`config.mk`:
```
export PLATFORM = sky130hd
export DESIGN_NAME = harvard_mem_bridge
export DESIGN_NICKNAME = d
export VERILOG_FILES = /design/src/rtl/harvard_bridge_pkg.sv /design/src/rtl/tagged_word_buffer.sv /design/src/rtl/harvard_mem_bridge.sv
export SDC_FILE = /design/constraint.sdc
export NUM_CORES = 1
export LEC_CHECK = 0
export BUFFER_PORTS_ARGS = -buffer_cell sky130_fd_sc_hd__buf_4
export CELL_PAD_IN_SITES_DETAIL_PLACEMENT = 1
export CELL_PAD_IN_SITES_GLOBAL_PLACEMENT = 1
export CORE_UTILIZATION = 34
export CTS_CLUSTER_DIAMETER = 100
export CTS_CLUSTER_SIZE = 16
export DETAILED_ROUTE_END_ITERATION = 10
export PLACE_DENSITY = 0.83
export SLEW_MARGIN = 20
export SYNTH_ARGS = -nofsm -noshare
export SYNTH_HDL_FRONTEND = slang
export SYNTH_SLANG_ARGS = --single-unit
export TNS_END_PERCENT = 5
```
`constraint.sdc`:
```
create_clock -name clk -period 3.21 [get_ports clk]
set_input_delay 0.1605 -clock clk [delete_from_list [all_inputs] [get_ports clk]]
set_output_delay 0.1605 -clock clk [all_outputs]
set_load 0.01 [all_outputs]
```
`src/rtl/harvard_bridge_pkg.sv`:
```
// Shared types and constants for the Harvard-to-single-bus memory bridge.
package harvard_bridge_pkg;

  typedef enum logic [1:0] {
    IDLE   = 2'd0,
    IFETCH = 2'd1,
    DREAD  = 2'd2,
    DWRITE = 2'd3
  } bridge_state_t;

  localparam logic [31:0] WORD_ALIGN_MASK = 32'hFFFF_FFFC;
  localparam logic [3:0]  BYTEEN_ALL      = 4'hF;

  // Word address used both on the bus and as a buffer tag.
  function automatic logic [31:0] word_addr(input logic [31:0] addr);
    return addr & WORD_ALIGN_MASK;
  endfunction

endpackage

```
`src/rtl/tagged_word_buffer.sv`:
```
// One-word buffer with a valid bit and an address tag; reports a hit for a lookup address.
module tagged_word_buffer #(
  parameter logic [31:0] RESET_TAG   = 32'h0000_0000,
  parameter bit          MATCH_INVAL = 1'b0   // 1: inval only applies when the tag equals inval_addr
) (
  input  logic        clk,
  input  logic        reset,
  input  logic        load,
  input  logic        inval,
  input  logic [31:0] addr_in,
  input  logic [31:0] data_in,
  input  logic [31:0] inval_addr,
  input  logic [31:0] lookup_addr,
  output logic        hit,
  output logic [31:0] data_out
);

  logic        valid_q;
  logic [31:0] tag_q;
  logic [31:0] data_q;
  logic        inval_now;

  assign inval_now = inval && (!MATCH_INVAL || (tag_q == inval_addr));

  // Capture a fetched word, or drop validity when the word may have gone stale.
  always_ff @(posedge clk) begin
    // NOTE: state is written with <= so every register samples pre-edge values, whatever the statement order.
    if (reset) begin
      // NOTE: the data word is reset too, because the CPU sees 0 on its read ports straight after reset.
      valid_q <= 1'b0;
      tag_q   <= RESET_TAG;   // tag value is irrelevant while invalid
      data_q  <= '0;
    end else if (load) begin
      valid_q <= 1'b1;
      tag_q   <= addr_in;
      data_q  <= data_in;
    end else if (inval_now) begin
      valid_q <= 1'b0;
    end
  end

  assign hit      = valid_q && (tag_q == lookup_addr);
  assign data_out = data_q;

endmodule

```
`src/rtl/harvard_mem_bridge.sv`:
```
// Serialises CPU instruction fetches, data reads and data writes onto one
// waitrequest-style bus, and gates the CPU clock enable until its words are ready.
module harvard_mem_bridge
  import harvard_bridge_pkg::*;
#(
  parameter logic [31:0] RESET_VECTOR = 32'hBFC0_0000
) (
  input  logic        clk,
  input  logic        reset,
  output logic        cpu_clk_enable,
  input  logic [31:0] cpu_instr_address,
  output logic [31:0] cpu_instr_readdata,
  input  logic [31:0] cpu_data_address,
  input  logic        cpu_data_read,
  input  logic        cpu_data_write,
  input  logic [31:0] cpu_data_writedata,
  output logic [31:0] cpu_data_readdata,
  output logic [31:0] mem_address,
  output logic        mem_read,
  output logic        mem_write,
  output logic [31:0] mem_writedata,
  output logic [3:0]  mem_byteenable,
  input  logic [31:0] mem_readdata,
  input  logic        mem_waitrequest
);

  bridge_state_t state_q, state_d, op;
  logic          wr_done_q;
  logic [31:0]   iaddr, daddr;
  logic          ibuf_hit, dbuf_hit;
  logic          ibuf_load, dbuf_load, wr_accept, step;

  assign iaddr = word_addr(cpu_instr_address);
  assign daddr = word_addr(cpu_data_address);

  // The instruction buffer also drops its word when the CPU stores to that address.
  tagged_word_buffer #(.RESET_TAG(RESET_VECTOR), .MATCH_INVAL(1'b1)) u_ibuf (
    .clk        (clk),
    .reset      (reset),
    .load       (ibuf_load),
    .inval      (wr_accept),
    .addr_in    (iaddr),
    .data_in    (mem_readdata),
    .inval_addr (daddr),
    .lookup_addr(iaddr),
    .hit        (ibuf_hit),
    .data_out   (cpu_instr_readdata)
  );

  // Any accepted store invalidates the data buffer.
  tagged_word_buffer #(.RESET_TAG(32'h0), .MATCH_INVAL(1'b0)) u_dbuf (
    .clk        (clk),
    .reset      (reset),
    .load       (dbuf_load),
    .inval      (wr_accept),
    .addr_in    (daddr),
    .data_in    (mem_readdata),
    .inval_addr (daddr),
    .lookup_addr(daddr),
    .hit        (dbuf_hit),
    .data_out   (cpu_data_readdata)
  );

  // Pick this cycle's work: a fresh priority decision when idle, else keep the stalled transaction.
  always_comb begin
    op = state_q;
    if (state_q == IDLE) begin
      if (!ibuf_hit)                          op = IFETCH;
      else if (cpu_data_write && !wr_done_q)  op = DWRITE;
      else if (cpu_data_read && !dbuf_hit)    op = DREAD;
      else                                    op = IDLE;
    end
  end

  // Bus command, buffer updates, CPU step and next state; the command issues in the deciding cycle.
  always_comb begin
    // NOTE: every output gets a default first so no path through this block can infer a latch.
    state_d        = state_q;
    mem_read       = 1'b0;
    mem_write      = 1'b0;
    mem_address    = iaddr;
    cpu_clk_enable = 1'b0;
    ibuf_load      = 1'b0;
    dbuf_load      = 1'b0;
    wr_accept      = 1'b0;
    step           = 1'b0;
    if (reset) begin
      // Let the CPU take its own synchronous reset on this edge; the bus command drops now.
      cpu_clk_enable = 1'b1;
      state_d        = IDLE;
    end else begin
      unique case (op)
        IFETCH: begin
          mem_read = 1'b1;
          if (!mem_waitrequest) begin
            ibuf_load = 1'b1;
            state_d   = IDLE;
          end else begin
            state_d   = IFETCH;
          end
        end
        DREAD: begin
          mem_read    = 1'b1;
          mem_address = daddr;
          if (!mem_waitrequest) begin
            dbuf_load = 1'b1;
            state_d   = IDLE;
          end else begin
            state_d   = DREAD;
          end
        end
        DWRITE: begin
          mem_write   = 1'b1;
          mem_address = daddr;
          if (!mem_waitrequest) begin
            wr_accept = 1'b1;
            state_d   = IDLE;
          end else begin
            state_d   = DWRITE;
          end
        end
        default: begin
          cpu_clk_enable = 1'b1;
          step           = 1'b1;
          state_d        = IDLE;
        end
      endcase
    end
  end

  // State register.
  always_ff @(posedge clk) begin
    if (reset) state_q <= IDLE;
    else       state_q <= state_d;
  end

  // Remember that the current store was accepted until the CPU steps past it.
  always_ff @(posedge clk) begin
    if (reset)          wr_done_q <= 1'b0;
    else if (wr_accept) wr_done_q <= 1'b1;
    else if (step)      wr_done_q <= 1'b0;
  end

  assign mem_writedata  = cpu_data_writedata;
  assign mem_byteenable = BYTEEN_ALL;

endmodule

```
# Yosys cells after proc, flatten, opt, wreduce, memory -nomap -nowiden
# Cells that the tools add are included.
# W data, S select, Z words.
word_totals:
  regBits: 129
  latch_bits: 0
  ram_bits: 0
  mem_bits_ro: 0
  inputBits: 133
  elab_cells: 58
  mem_count: 0
classes:
  addsub: 0
  mul: 0
  div_mod_pow: 0
  order_cmp: 0
  eq_ne: 6
  n_shift: 0
  muxes: 30
  bitwise: 0
  reduce_logical: 14
op_table:
  columns: ["operator", "count"]
  rows:
  - ["$eq A30 B30 Y1", 3]
  - ["$mux W32", 2]
  - ["$mux W1", 21]
  - ["$mux W2", 6]
  - ["$pmux W2 S3", 1]
  - ["$reduce_bool A2 Y1", 3]
  - ["$logic_and A1 B1 Y1", 5]
  - ["$eq A2 B2 Y1 const B", 2]
  - ["$reduce_or A2 Y1", 2]
  - ["$reduce_or A3 Y1", 1]
  - ["$eq A2 B1 Y1 const B", 1]
  - ["$logic_not A1 Y1", 2]
  - ["$logic_not A2 Y1", 1]

# Logic depth before layout (Yosys ltp)
# Gate-level depths: netlist of the first run.
depth:
  depth_word: 14
  ltp_mapped: 12

# By module
# Synthesis of the first run repeated with hierarchy kept, for this count alone.
hier_totals:
  cells_unflattened: 652
  area_unflattened_um2: 6617.6
by_module_without_submodules:
  columns: ["mod", "instances", "cells_each", "area_each_um2"]
  rows:
  - ["tagged_word_buffer (u_ibuf)", 1, 296, 2974.1]
  - ["tagged_word_buffer (u_dbuf)", 1, 254, 2620.0]
  - ["harvard_mem_bridge", 1, 102, 1023.5]

# Least setup slack after synthesis of the first run
# OpenSTA, ideal clock, no wires.
synth_path:
  path_kind: "reg-to-output"
  start: "reg u_dbuf.tag_q[6]"
  end: "out mem_address[10]"
  arrival_ns: 2.774
  t_required_ns: 3.049
  slack_ns: 0.275
  path_stages_with_launch: 11
  cell_sequence: "dfxtp_1 -> xnor2_1 -> nand4_1 -> or4_1 -> o41ai_2 -> a2bb2oi_1 -> ha_1 -> nor2_1 -> or2_2 -> clkbuf_1 -> mux2_2"
synth_between:
  elab_chain_len: 12
  elab_cells_between_ends: 13
synth_lines:
  columns: ["element", "line", "rtl"]
  rows:
  - ["from (decl)", "tagged_word_buffer.sv:19", "logic [31:0] tag_q;"]
  - ["from (signal assigned)", "tagged_word_buffer.sv:35", "tag_q <= addr_in;"]
  - ["$eq A30 B30 Y1 *", "tagged_word_buffer.sv:42", "assign hit = valid_q && (tag_q == lookup_addr);"]
  - ["$logic_and A1 B1 Y1 *", "tagged_word_buffer.sv:42", null]
  - ["$logic_not A1 Y1 *", "harvard_mem_bridge.sv:70", "else if (cpu_data_read && !dbuf_hit) op = DREAD;"]
  - ["$logic_and A1 B1 Y1 *", "harvard_mem_bridge.sv:70", null]
  - ["$mux W2 *", "harvard_mem_bridge.sv:70", null]
  - ["$mux W2 *", "harvard_mem_bridge.sv:69", "else if (cpu_data_write && !wr_done_q) op = DWRITE;"]
  - ["$mux W2 *", "harvard_mem_bridge.sv:68", "if (!ibuf_hit) op = IFETCH;"]
  - ["$mux W2 *", "harvard_mem_bridge.sv:67", "if (state_q == IDLE) begin"]
  - ["$eq A2 B2 Y1", "harvard_mem_bridge.sv:92", "unique case (op)"]
  - ["$reduce_or A2 Y1 (no line) *", null, null]
  - ["$mux W32 *", "harvard_mem_bridge.sv:92", null]
  - ["$mux W32 *", "harvard_mem_bridge.sv:87", "if (reset) begin"]
  - ["to (decl)", "harvard_mem_bridge.sv:18", "output logic [31:0] mem_address,"]
# Every way passes the cells marked *; elsewhere a longest branch is shown, timed or not.

# Worst setup path in the final report of the first run
layout_path:
  start: "reg u_dbuf.tag_q[8]"
  end: "out mem_address[19]"
# The elaborated chain is that of the path after synthesis.

==> results of run 1 <==
[cell usage after synthesis (6+ instances only)]
master	instances
nor4_1	11
clkbuf_1	39
xor2_1	50
a21oi_1	55
dfxtp_1	129
nand2b_1	63
o21ai_0	63
buf_4	38
xnor2_1	40
nand3b_1	9
nand2_1	188
mux2_2	30
nand4_1	14
nor2_1	6
[what timing repair did]
item,in CTS,in global routing
endpoints found under the hold margin,65,0
setup endpoints to repair,30,30
hold buffers,47,0
gates cloned,0,0
buffers inserted,1,0
pin swaps,3,2
resized for setup,10,15
[power by group through the flow]
stage | Clock [W] | Sequential (W) | Combinational (W)
6_report | 0.00198 | 0.00169 | 0.000573
5_1_grt | 0.00209 | 0.00169 | 0.000617
4_1_cts | 0.00201 | 0.00168 | 0.000566
3_5_place_dp | 0 | 0.00172 | 0.000511
3_3_place_gp | 0 | 0.00172 | 0.000501
2_1_floorplan | 0 | 0.00172 | 0.000258
[final cells by class]
cell class	instances	area, um2	share of cell area
sequential	129	2590	0.2863
inverter	5	18.77	0.002074
clock inverter	8	128.9	0.01424
multi-input combinational	556	3376	0.3731
tap	229	286.5	0.03167
clock buffer	24	471.7	0.05214
timing repair buffer	262	2176	0.2405
[stage by stage]
stage | instance area (um2) | util | TNS [ns] | total power [W] | hold WS (ns)
2_1_floorplan | 6320 | - | 0 | 0.001981 | 0.2691
3_3_place_gp | 7856 | 0.4344 | 0 | 0.002217 | 0.3211
3_5_place_dp | 7856 | 0.4344 | -1.256 | 0.002230 | 0.3211
4_1_cts | 8982 | 0.4966 | -5.214 | 0.004264 | 0.0003853
5_1_grt | 9047 | 0.5002 | -8.130 | 0.004401 | 0.009413
6_report | 9047 | 0.5002 | -4.493 | 0.004237 | 0.01178
[tightest hold or removal path: stages]
cell     delay [ns]
buf_4          0.11
nand2_1        0.04
o21ai_0        0.07
[worst paths after layout]
path | cells past startpoint | start | endpoint | slack (ns)
max | 11 | u_dbuf.tag_q[8] | mem_address[19] | -0.17
max reg2reg | 11 | u_ibuf.tag_q[6] | u_ibuf.valid_q | 0.26
min | 3 | cpu_data_address[18] | u_dbuf.tag_q[18] | 0.01
min reg2reg | 2 | u_ibuf.data_out[22] | u_ibuf.data_out[22] | 0.46
[cells by family (layout without fill, tap and decap cells)]
logic type / after synthesis / after routing / synth area share
mux: 30 / 30 / 0.05358
simple gates: 302 / 302 / 0.2241
fa+ha+maj: 4 / 4 / 0.007938
xor+xnor: 90 / 90 / 0.1250
compound gates: 124 / 124 / 0.1032
flops: 129 / 129 / 0.4096
other cells: 2 / 6 / 0.001191
buf+inv: 87 / 299 / 0.07541
[state kept, by name, indices dropped and copies added, names as in the netlist]
signal and flops:
state_q 2, u_dbuf.valid_q 1, wr_done_q 1, u_dbuf.data_out 32, u_ibuf.tag_q 30, u_ibuf.valid_q 1
u_dbuf.tag_q 30, u_ibuf.data_out 32
[layer usage]
layer  up-vias  track usage  share of wire
met5         -            0              0
met4         0      0.09462          0.029
met3        41      0.06893          0.066
met2       180       0.4135           0.50
met1      2926       0.2540           0.40
li1       2870            -              -
==> reports/metrics.yaml, run 1 <==
p_sw_frac: 0.2435
vias: 6017
final_cells: 1213
grt_usage: 0.2306
dr.pass1.iters: 7
floorplan.rows: 49
path_buf_inv: 2
synthArstFlopShare: 0
rsz0062_at_grt: "true"
cts.clk_slew.worst_paths_ns: 0.06
peakVddDrop_mv: 0.3349
status: "complete, but fails checks"
hpwl_mm: 14.75
die_area_um2: 19090
io_buffers: 193
grt_pass1_wl_mm: 34.34
drv_cap: 0
insertion_delay_ns: 0.41
postSynthCellCount: 768
nets: 1108
p_leak_nw: 3.788
synth_warnings: 0
syn_to_final_growth_pct: 43.50
crit_required_ns: 3.05
drive_above_1_share: 0.3028
grt_pass1_vias: 6488
synth.largest_area_cell: "dfxtp_1"
tightest_slew_ns: 0.7772
crit_slowest_cell: "or4_4"
syn_avg_cell_area_um2: 8.209
die_h_um: 138.2
placed_cells: 1133
fillers: 2125
powerDensity_nw_per_um2: 468.3
p_sw_w: 0.001032
drc: 34
vias_per_cell: 4.960
fin_crit_ns: 3.378
synth.area.top_cells: "dfxtp_1 (41%), nand2_1 (11%), xor2_1 (6.9%)"
synth_cell_types: 29
clock-sinks: 129
setup_violations: 30
crit_path_end_kind: "output pin"
pre_cts_ws_ns: -0.07952
hold_class: "primary input to flop"
final_cell_mix: "buf_4 (207), nand2_1 (187), dfxtp_1 (123)"
clkPwrFrac: 0.467
gp_congestion: 0.8649
setup_ws_ns: -0.1682
fp.dieW_um: 138.2
slew_viol_final: 0
cts-root-buf: "clkbuf_16"
syn-cell-area_um2: 6305
ys_seq_area_frac: 0.4096
drt_iter0_drc: 273
synth-seq-cells: 129
maxSlewHeadroom: 0.4819
fmax_ghz: 0.2960
worst_path_largest_cell_delay_ns: 0.54
avgRoutedWirePerCell_um: 17.90
crit_chain: "xnor2_2 > nand4_1 > or4_4 > o41ai_4 > a2bb2oi_2 > ha_2 > nor2_4 > or2_4 > buf_12 > mux2_2 > buf_4"
gr-total-overflow: 0
synth_top_cell_area_share: 0.4096
path_delay_family: "simple AND/OR/NAND/NOR gates"
crit_fanout: 14
hold_viol: 0
clockBufferDepth: 2
comb_power_share: 0.135
cts_tree: "done"
htree_levels: 4
worst_clock_skew_ns: 0.009376
finalCritPeriodShare: 1.052
antenna_cells: 0
numCtsBuffers: 17
start_util: 0.3486
path_class: "flop to output pin"
grt_max_degree: 82
ys.flop_type: "dfxtp_1"
ant_nets: 0
violations: "design-rule violations, negative setup slack"
core-area_um2: 18090
crit_path_start_kind: "flop"
power.internal_w: 0.003205
ioPinCount: 268
seqPwrFrac: 0.398
antenna_found_initial: 0
final_common_cell: "buf_4"
finalWirelength_mm: 21.71
arrival_ns: 3.22
synth-edff-count: 0
Power figures use the tool's default switching activity.
==> run 2, diff against run 1 <==
--- a/config.mk
+++ b/config.mk
@@ -13,6 +13,7 @@
 export CTS_CLUSTER_SIZE = 16
 export DETAILED_ROUTE_END_ITERATION = 10
 export PLACE_DENSITY = 0.83
+export RECOVER_POWER = 100
 export SLEW_MARGIN = 20
 export SYNTH_ARGS = -nofsm -noshare
 export SYNTH_HDL_FRONTEND = slang
==> reports/metrics.yaml, run 2 (same netlist as run 1, synthesis figures left out) <==
slew_viol_final: 0  # unchanged
path_class: "flop to output pin"
endpoint: "mem_address[19]"
final_common_cell: "nand2_1"
final_core_util: 0.4870  # -0.01328
worstReg2RegEnd: "u_ibuf.valid_q"
finalSetupTns_ns: -4.462  # +0.03117 ns
worst_clock_skew_ns: 0.01738  # +0.008008 ns
startpoint: "u_dbuf.tag_q[8]"
antenna_cells: 0  # unchanged
numCtsBuffers: 17  # unchanged
powerDensity_nw_per_um2: 478.8  # +2.2%
die_h_um: 138.2  # unchanged
drv_cap: 0  # unchanged
cp_num_cells: 11  # unchanged
fp.dieW_um: 138.2  # unchanged
tightest_slew_ns: 0.7736  # -0.003555 ns
crit_fanout: 14  # unchanged
rr_startpoint: "u_ibuf.tag_q[6]"
rsz0062_at_grt: "true"
syn_to_final_growth_pct: 39.69
finalWirelength_mm: 21.62  # -0.41%
setup_violations: 30  # unchanged
crit_slowest_cell: "or4_4"
hold_class: "primary input to flop"
vias: 5970  # -0.78%
start_util: 0.3486  # unchanged
rrSetupSlack_ns: 0.25  # about the same
fmax_ghz: 0.2960  # about the same
setup_ws_ns: -0.1684  # -0.0001670 ns
nets: 1108  # unchanged
fin_crit_ns: 3.378  # +0.0001670 ns
core-area_um2: 18090  # unchanged
gr-total-overflow: 0  # unchanged
cts_tree: "done"
fillers: 2163  # +1.8%
final_cell_mix: "nand2_1 (187), buf_4 (143), dfxtp_1 (123)"
clock-sinks: 129  # unchanged
arrival_ns: 3.22  # about the same
crit_required_ns: 3.05  # about the same
hold_viol: 0  # unchanged
ioPinCount: 268  # unchanged
status: "complete, but fails checks"
finalCritPeriodShare: 1.052  # about the same
crit_path_end_kind: "output pin"
violations: "design-rule violations, negative setup slack"
drive_above_1_share: 0.2378  # -0.06504
insertion_delay_ns: 0.42  # about the same
io_buffers: 193  # unchanged
gp_congestion: 0.8649  # unchanged
clockBufferDepth: 2  # unchanged
crit_chain: "xnor2_2 > nand4_1 > or4_4 > o41ai_4 > a2bb2oi_2 > ha_2 > nor2_4 > or2_4 > buf_12 > mux2_2 > buf_4"
ant_nets: 0  # unchanged
hpwl_mm: 14.75  # unchanged
floorplan.rows: 49  # unchanged
drt_iter0_drc: 271  # -0.73%
die_area_um2: 19090  # unchanged
grt_pass1_vias: 6488  # unchanged
avgRoutedWirePerCell_um: 17.82  # -0.41%
maxSlewHeadroom: 0.4842  # +0.002370
r2r_cells: 11  # unchanged
vias_per_cell: 4.922  # -0.78%
cts.clk_slew.worst_paths_ns: 0.06  # about the same
dr.pass1.iters: 8  # +1
grt_pass1_wl_mm: 34.34  # unchanged
crit_path_start_kind: "flop"
htree_levels: 4  # unchanged
path_buf_inv: 2  # unchanged
worst_path_largest_cell_delay_ns: 0.54  # about the same
grt_usage: 0.2306  # unchanged
cts-root-buf: "clkbuf_16"
peakVddDrop_mv: 0.3270  # -2.4%
grt_max_degree: 82  # unchanged
drc: 34  # unchanged
path_delay_family: "simple AND/OR/NAND/NOR gates"
p_leak_nw: 3.520  # -7.1%
antenna_found_initial: 0  # unchanged
run 2: cell types whose count changed in the layout (fill, tap and decap cells not counted):
| cell | change |
|---|---|
| buf_4 | -64 |
| clkbuf_1 | +64 |
run 2: how the worst min path moves through the flow:
stage,from,to,slack (ns),cells past startpoint
2_1_floorplan,mem_readdata[0],u_dbuf.data_out[0],0.27,2
3_3_place_gp,cpu_data_writedata[12],mem_writedata[12],0.32,0
3_5_place_dp,cpu_data_writedata[12],mem_writedata[12],0.32,0
4_1_cts,cpu_data_address[22],u_dbuf.tag_q[22],0.0004,3
5_1_grt,cpu_data_address[28],u_dbuf.tag_q[28],0.009,3
6_report,cpu_data_address[18],u_dbuf.tag_q[18],0.01,3
run 2: per-layer routing:
metal / global-route usage / wire length, um / vias to the layer above / share of wire
met3: 0.06893 / 1475 / 37 / 0.068
met1: 0.2540 / 8543 / 2882 / 0.40
met5: 0 / 0 / - / 0
li1: - / - / 2868 / -
met2: 0.4135 / 10980 / 183 / 0.51
met4: 0.09462 / 621 / 0 / 0.029
run 2: cell type report:
type | count | area, um2 | share of cell area
clock buffers | 24 | 471.7 | 0.05356
clock inverters | 8 | 128.9 | 0.01463
flip-flops and latches | 129 | 2590 | 0.2941
inverters | 5 | 18.77 | 0.002131
repair buffers | 262 | 1936 | 0.2198
multi-input cells | 556 | 3376 | 0.3833
well taps | 229 | 286.5 | 0.03253
run 2: stage by stage:
| stage | worst slack, ns | total power [W] | instances | instance area (um2) | hold WS (ns) |
|---|---|---|---|---|---|
| final | -0.1684 | 0.004217 | 1213 | 8807 | 0.01258 |
| after global routing | -0.2922 | 0.004384 | 1213 | 8807 | 0.009413 |
| after CTS | -0.1902 | 0.004264 | 1213 | 8982 | 0.0003853 |
| after detailed placement | -0.07952 | 0.002230 | 1133 | 7856 | 0.3211 |
| after global placement | 0.06835 | 0.002217 | 1133 | 7856 | 0.3211 |
| after floorplan | 0.2751 | 0.001981 | 772 | 6320 | 0.2691 |
run 2: what timing repair did:
action,CTS,global route
resized for setup,10,15
setup endpoints to repair,30,30
buffers inserted,1,0
pin swaps,3,2
hold endpoints to repair,65,0
hold buffers,47,0
run 2: worst reg2reg max path, delay by kind of cell (launching register included):
kind | cells | cell delay, ns
DFF | 1 | 0.35
AOI/OAI and AO/OA | 3 | 0.53
and+or+nand+nor | 5 | 1.35
xor gates and xnor gates | 1 | 0.22
adders and majority gates | 1 | 0.24
buffers and inverters | 1 | 0.13
run 2: where the power goes:
group | leakage (nW) | switching [W] | internal [W]
registers | 1.06 | 0.0000371 | 0.00165
clock network | 0.289 | 0.000710 | 0.00127
logic | 2.18 | 0.000282 | 0.000274
total | 3.52 | 0.00103 | 0.00319
